[config.mk]
export PLATFORM = sky130hd
export DESIGN_NAME = ram_stream_reader_flat
export DESIGN_NICKNAME = d
export VERILOG_FILES = /design/src/rtl/ram_reader_pkg.sv /design/src/rtl/ram_stream_reader_if.sv /design/src/rtl/ram_reader_fifo.sv /design/src/rtl/ram_stream_reader.sv /design/src/flat_wrapper.sv
export SDC_FILE = /design/constraint.sdc
export NUM_CORES = 1
export LEC_CHECK = 0
export CAP_MARGIN = 20
export CORE_MARGIN = 8
export CORE_UTILIZATION = 60
export DETAILED_ROUTE_END_ITERATION = 6
export DONT_BUFFER_PORTS = 1
export PLACE_DENSITY = 0.76
export SYNTH_ARGS = -nofsm -noshare
export SYNTH_HDL_FRONTEND = slang
export SYNTH_SLANG_ARGS = --single-unit
[constraint.sdc]
create_clock -name clk -period 3.1 [get_ports clk]
set_input_delay 0.31 -clock clk [delete_from_list [all_inputs] [get_ports clk]]
set_output_delay 0.31 -clock clk [all_outputs]
set_load 0.03 [all_outputs]
[src/rtl/ram_reader_pkg.sv]
// ---------------------------------------------------------------------------
// ram_reader_pkg
// Shared definitions for the RAM stream reader: FSM state encoding and the
// output buffer geometry.
// ---------------------------------------------------------------------------
package ram_reader_pkg;

    // Output buffer depth. Two entries is enough to cover one in-flight RAM
    // read plus one word held under backpressure at full throughput.
    localparam int FIFO_DEPTH = 2;
    localparam int FIFO_CNT_W = $clog2(FIFO_DEPTH + 1);
    localparam int FIFO_PTR_W = $clog2(FIFO_DEPTH);

    typedef enum logic [1:0] {
        ST_IDLE  = 2'd0,
        ST_READ  = 2'd1,
        ST_DRAIN = 2'd2
    } state_t;

endpackage

[src/rtl/ram_stream_reader_if.sv]
// ---------------------------------------------------------------------------
// ram_stream_reader_if
// Valid/ready word stream leaving the RAM stream reader.
//   out_valid  word available
//   out_ready  consumer accepts the word this cycle
//   out_data   stream word
//   out_last   final word of the current command
// master: the reader (producer); slave: the consumer.
// ---------------------------------------------------------------------------
interface ram_stream_reader_if #(
    parameter int DATA_WIDTH = 8
);
    logic                  out_valid;
    logic                  out_ready;
    logic [DATA_WIDTH-1:0] out_data;
    logic                  out_last;

    modport master (output out_valid, output out_data, output out_last, input out_ready);
    modport slave  (input out_valid, input out_data, input out_last, output out_ready);
endinterface

[src/rtl/ram_reader_fifo.sv]
// ---------------------------------------------------------------------------
// ram_reader_fifo
// Small synchronous FIFO buffering RAM read data ahead of the stream output.
//   clk, reset  clock, synchronous active-high reset
//   push        write push_data this cycle
//   pop         remove the head word this cycle
//   pop_data    head word (valid when !empty)
//   count       number of stored words
//   empty       no words stored
// Push and pop together on a full FIFO is legal: the slot being written is
// the head that is leaving on the same edge. Pointer wrap relies on
// FIFO_DEPTH being a power of two.
// ---------------------------------------------------------------------------
module ram_reader_fifo
    import ram_reader_pkg::*;
#(
    parameter int WIDTH = 8
) (
    input  logic                  clk,
    input  logic                  reset,
    input  logic                  push,
    input  logic [WIDTH-1:0]      push_data,
    input  logic                  pop,
    output logic [WIDTH-1:0]      pop_data,
    output logic [FIFO_CNT_W-1:0] count,
    output logic                  empty
);

    logic [WIDTH-1:0]      mem [FIFO_DEPTH];
    logic [FIFO_PTR_W-1:0] wr_ptr;
    logic [FIFO_PTR_W-1:0] rd_ptr;

    // NOTE: sequential state uses non-blocking assignments so every register
    // samples pre-edge values, independent of statement order.
    always_ff @(posedge clk) begin
        if (reset) begin
            // NOTE: storage is reset here (tiny array) so the stream data
            // output reads zero after reset; larger memories would not be.
            for (int i = 0; i < FIFO_DEPTH; i++) begin
                mem[i] <= '0;
            end
            wr_ptr <= '0;
            rd_ptr <= '0;
            count  <= '0;
        end else begin
            if (push) begin
                mem[wr_ptr] <= push_data;
                wr_ptr      <= wr_ptr + 1'b1;
            end
            if (pop) begin
                rd_ptr <= rd_ptr + 1'b1;
            end
            case ({push, pop})
                2'b10:   count <= count + 1'b1;
                2'b01:   count <= count - 1'b1;
                default: ;
            endcase
        end
    end

    assign pop_data = mem[rd_ptr];
    assign empty    = (count == '0);

endmodule

[src/rtl/ram_stream_reader.sv]
// ---------------------------------------------------------------------------
// ram_stream_reader
// Walks a contiguous, wrap-around RAM address range on a start command and
// streams the read words out on a valid/ready interface.
//   clk, reset          clock, synchronous active-high reset
//   start               command strobe (sampled only when idle)
//   base_addr, len      first address and word count (0..2^ADD_WIDTH)
//   busy, done          command in progress / 1-cycle completion pulse
//   mem_we, mem_addr,
//   mem_data, mem_rdata RAM port (read-only use; rdata lags addr by 1 cycle)
//   out                 output stream (master side)
// A read is issued in a cycle where mem_addr is presented and buffer credit
// is available; its data is pushed into the FIFO one cycle later.
// ---------------------------------------------------------------------------
module ram_stream_reader
    import ram_reader_pkg::*;
#(
    parameter int DATA_WIDTH = 8,
    parameter int ADD_WIDTH  = 4
) (
    input  logic                   clk,
    input  logic                   reset,
    input  logic                   start,
    input  logic [ADD_WIDTH-1:0]   base_addr,
    input  logic [ADD_WIDTH:0]     len,
    output logic                   busy,
    output logic                   done,
    output logic                   mem_we,
    output logic [ADD_WIDTH-1:0]   mem_addr,
    output logic [DATA_WIDTH-1:0]  mem_data,
    input  logic [DATA_WIDTH-1:0]  mem_rdata,
    ram_stream_reader_if.master    out
);

    localparam int CNT_W    = ADD_WIDTH + 1;
    localparam int CREDIT_W = FIFO_CNT_W + 1;
    localparam logic [CNT_W-1:0] CNT_ONE = CNT_W'(1);

    state_t                state;
    state_t                state_next;
    logic                  done_next;
    logic [CNT_W-1:0]      issue_cnt;
    logic [CNT_W-1:0]      beat_cnt;
    logic                  rd_valid;      // mem_rdata carries an issued read
    logic                  issue;
    logic                  pop;
    logic                  accept;
    logic                  fifo_empty;
    logic [FIFO_CNT_W-1:0] fifo_count;
    logic [DATA_WIDTH-1:0] fifo_data;
    logic [CREDIT_W-1:0]   credit_used;
    logic [CREDIT_W-1:0]   credit_limit;

    ram_reader_fifo #(
        .WIDTH (DATA_WIDTH)
    ) u_fifo (
        .clk       (clk),
        .reset     (reset),
        .push      (rd_valid),
        .push_data (mem_rdata),
        .pop       (pop),
        .pop_data  (fifo_data),
        .count     (fifo_count),
        .empty     (fifo_empty)
    );

    assign mem_we   = 1'b0;
    assign mem_data = '0;
    assign busy     = (state != ST_IDLE);

    assign out.out_valid = !fifo_empty;
    assign out.out_data  = fifo_data;
    assign out.out_last  = !fifo_empty && (beat_cnt == CNT_ONE);

    assign pop    = !fifo_empty && out.out_ready;
    assign accept = (state == ST_IDLE) && start && (len != '0);

    // Credit: stored + in-flight - popped < depth, rearranged to avoid an
    // unsigned underflow when a pop coincides with an empty pipeline.
    assign credit_used  = CREDIT_W'(fifo_count) + CREDIT_W'(rd_valid);
    assign credit_limit = CREDIT_W'(FIFO_DEPTH) + CREDIT_W'(pop);
    assign issue        = (state == ST_READ) && (credit_used < credit_limit);

    always_ff @(posedge clk) begin
        if (reset) begin
            state <= ST_IDLE;
            done  <= 1'b0;
        end else begin
            state <= state_next;
            done  <= done_next;
        end
    end

    always_comb begin
        // NOTE: defaults first so every path assigns every output; no latches.
        state_next = state;
        done_next  = 1'b0;
        case (state)
            ST_IDLE: begin
                if (start) begin
                    if (len != '0) state_next = ST_READ;
                    else           done_next  = 1'b1;
                end
            end
            ST_READ: begin
                if (issue && (issue_cnt == CNT_ONE)) state_next = ST_DRAIN;
            end
            ST_DRAIN: begin
                if (pop && (beat_cnt == CNT_ONE)) begin
                    state_next = ST_IDLE;
                    done_next  = 1'b1;
                end
            end
            default: state_next = ST_IDLE;
        endcase
    end

    always_ff @(posedge clk) begin
        if (reset) begin
            mem_addr  <= '0;
            issue_cnt <= '0;
            beat_cnt  <= '0;
            rd_valid  <= 1'b0;
        end else begin
            rd_valid <= issue;
            if (accept) begin
                mem_addr  <= base_addr;
                issue_cnt <= len;
                beat_cnt  <= len;
            end else begin
                if (issue) begin
                    mem_addr  <= mem_addr + 1'b1;   // wraps modulo 2^ADD_WIDTH
                    issue_cnt <= issue_cnt - 1'b1;
                end
                if (pop) begin
                    beat_cnt <= beat_cnt - 1'b1;
                end
            end
        end
    end

endmodule

[src/flat_wrapper.sv]
// flat-port wrapper written by rule: the top's interface ports become plain ports
module ram_stream_reader_flat import ram_reader_pkg::*;
#(
    parameter int DATA_WIDTH = 8,
    parameter int ADD_WIDTH  = 4
)
  (clk, reset, start, base_addr, len, busy, done, mem_we, mem_addr, mem_data, mem_rdata, out_out_valid, out_out_data, out_out_last, out_out_ready);
  ram_stream_reader_if #(.DATA_WIDTH(DATA_WIDTH)) out_i ();
  input  logic clk;
  input  logic reset;
  input  logic start;
  input  logic [ADD_WIDTH-1:0] base_addr;
  input  logic [ADD_WIDTH:0] len;
  output logic busy;
  output logic done;
  output logic mem_we;
  output logic [ADD_WIDTH-1:0] mem_addr;
  output logic [DATA_WIDTH-1:0] mem_data;
  input  logic [DATA_WIDTH-1:0] mem_rdata;
  output wire logic [$bits(out_i.out_valid)-1:0] out_out_valid;
  output wire logic [$bits(out_i.out_data)-1:0] out_out_data;
  output wire logic [$bits(out_i.out_last)-1:0] out_out_last;
  input wire logic [$bits(out_i.out_ready)-1:0] out_out_ready;
  assign out_out_valid = out_i.out_valid;
  assign out_out_data = out_i.out_data;
  assign out_out_last = out_i.out_last;
  assign out_i.out_ready = out_out_ready;
  ram_stream_reader #(.DATA_WIDTH(DATA_WIDTH), .ADD_WIDTH(ADD_WIDTH)) u_core (.clk(clk), .reset(reset), .start(start), .base_addr(base_addr), .len(len), .busy(busy), .done(done), .mem_we(mem_we), .mem_addr(mem_addr), .mem_data(mem_data), .mem_rdata(mem_rdata), .out(out_i));
endmodule
==> results.md <==
* Status: completed
* Yosys warnings at 0
* Fin crit share at 64.0%
* Largest net degree at the start of global routing at 29
* Initial Util at 60.5%
* Worst Skew at 6.63 ps
* Placement Cell Area at 1970 um2
* Final WL at 4190 um
* EDFF count, synth at 16
* Share of layout cells above drive strength 1 at 13.3%
* DR WL/cell at 17.3 um
* Antenna Nets Post-Route at 0
* Leak pwr at 0.780 nW
* Critical path class: reg -> reg
* Global-route wire length before repair at 6690 um
* Design Area, Final at 2050 um2
* Crit path launch type: flip-flop
* Grt total ovfl at 0
* Met3 Routed Length at 313 um
* RD Place Congestion at 0.816
* Max-cap viol count at 0
* Total GRT Usage at 16.2%
* H-Tree Depth at 2
* Chip height at 73.3 um
* DRT iter0 DRCs at 78
* Register area share after synthesis at 47.7%
* Flops & latches, synth at 39
* Cells after DPL at 231
* Mapped Area at 1970 um2
* Clock Pin Slew Worst Setup and Hold Paths at 120 ps
* Endpoints failing hold at 0
* Port Buffer Count at 0
* TNS Setup at 0 ps
* Routed wl met2 at 2220 um
* Min cycle time layout at 1980 ps
* Tightest Pin Transition at 832 ps
* Relative slew slack at 44.4%
* Post-route insts no fill at 242
* Synth area leaders: edfxtp_1 24%, dfxtp_1 23%, and2_1 5.1%
* Unrepaired setup endpoints after global routing: no
* Worst IR Drop VDD at 0.000350 V
* Antenna Cells at 0
* Final-report setup violation count at 0
* CORE AREA at 3260 um2
* Total Die Area at 5380 um2
* Power density over the cells at 621 nW/um2
* CTS tree: built
* Ys flop type: dfxtp_1
* Residual DRC at 0
* Hold crit path type: in -> reg
* Critical path capture point type: flip-flop
* Asr flop ratio synth at 0%
* Worst Path Max Fanout at 8
* Clk buf depth at 2
* Slew Limit Fails at 0
* Initial antenna violation count at 0
* CTS root buf: clkbuf_4
* Area Growth Syn to Fin at 4.12%
* Yosys cell types at 47
* Num rows at 21
* Drt via density at 5.57
* Cells after synthesis at 191
* Critical path data required time at 3390 ps
* Wl on met1 at 1570 um
* Number of global-route vias before repair at 1,455
* Num CTS Buffers at 5
* Clock sink total at 39
* Max Used Layer: met4
* Max Freq at 0.504 GHz
* Avg Cell Area, Syn at 10.3 um2
* Detailed Routing Iterations Pass 1 at 4
* Dpl hpwl at 3050 um
* IO Pins at 46
* Synth top area share at 24.4%
* Dominant cell type by area after synthesis: edfxtp_1
* Pwr Total at 0.00128 W
* Die Wd at 73.3 um
* Skew-Pair Late Insertion Delay at 350 ps
* Via count at 1,347
* Final nets at 224
* Utilization after layout at 63.0%
* CP arrival at 2270 ps
[timing repair]
item | 4_1_cts | 5_1_grt
hold buffers | 0 | 3
setup buffers | 0 | 0
hold endpoints to repair | 0 | 5
gates resized for setup | 0 | 0
[final timing paths]
check / from / cells past startpoint / endpoint / slack, ps
setup / recovery: u_core.u_fifo.count[0]$_SDFFE_PP0P_ / 6 / u_core.issue_cnt[3]$_SDFFE_PP0P_ / 1120
setup reg to reg: u_core.u_fifo.count[0]$_SDFFE_PP0P_ / 6 / u_core.issue_cnt[3]$_SDFFE_PP0P_ / 1120
hold / removal: reset / 1 / u_core.mem_addr[2]$_SDFFE_PP0P_ / 20
hold reg to reg: u_core.issue_cnt[4]$_SDFFE_PP0P_ / 2 / u_core.issue_cnt[4]$_SDFFE_PP0P_ / 500
[layer usage]
metal / global-route usage (%) / up-vias
li1: - / 662
met3: 5.46 / 10
met1: 16.7 / 635
met2: 28.3 / 40
met4: 8.43 / 0
met5: 0 / -
[cells by family (layout without fill, tap and decap cells)]
kind of cell | count (synthesis) | after routing | share of synthesized area, %
buffers and inverters | 22 | 19 | 6.28
AOI/OAI and AO/OA | 32 | 32 | 12.0
adders and majority gates | 8 | 8 | 5.08
DFF | 39 | 39 | 47.7
muxes | 9 | 9 | 5.08
and+or+nand+nor | 70 | 70 | 19.2
xor gates and xnor gates | 10 | 10 | 4.44
other | 1 | 9 | 0.190
[final cells by class]
cell class,instances,area (um2)
fill,285,1200
sequential,39,941
multi-input combinational,138,937
tap,46,57.6
clock buffer,5,37.5
timing repair buffer,3,30.0
inverter,8,30.0
clock inverter,3,20.0
[layout by cell type, fill, tap and decap left out, types with 6 or more instances in the layout]
cell type,synthesis,final
mux2_2,8,8
nand2_1,14,14
nand3_1,6,6
a21oi_1,11,11
conb_1,1,9
and2_1,16,16
nor2_1,14,14
edfxtp_1,16,16
dfxtp_1,23,23
inv_1,7,7
ha_1,8,8
[worst max-delay path, cell delays in order (launching register included)]
cell and delay, ps:
dfxtp_1 370, ha_1 210, ha_1 180, nor3b_2 510
nand2_1 220, o31a_1 310, o22ai_1 130
[synth_stat cells, types with 3 or more instances]
cell	instances
a211oi_1	4
a21oi_1	11
and2_1	16
buf_4	9
clkbuf_1	3
dfxtp_1	23
edfxtp_1	16
ha_1	8
inv_1	7
mux2_2	8
nand2_1	14
nand3_1	6
nor2_1	14
nor3_1	3
or2_2	3
xnor2_1	5
xor2_1	5
[sequential cells by signal (all words and copies together), names as in the netlist, 2 cells and up, named ones only]
signal and count:
u_core.issue_cnt 5, u_core.beat_cnt 5, u_core.mem_addr 4, u_core.u_fifo.mem 16, u_core.u_fifo.count 2, u_core.state 2
[power by group]
group,leakage (nW),internal [W],total (W),switching (W)
sequential,0.356,0.000592,0.000660,0.0000682
clock,0.0272,0.0000866,0.000260,0.000173
combinational,0.397,0.000131,0.000355,0.000224
total,0.780,0.000810,0.00128,0.000465
[stage by stage]
step	setup WS (ps)	hold WS, ps
after global placement	1180	384
after global routing	914	0.194
after floorplan	1330	450
final	1120	15.9
after CTS	1110	7.03
after detailed placement	1120	385
No activity file was read; power rests on OpenSTA's default activity.
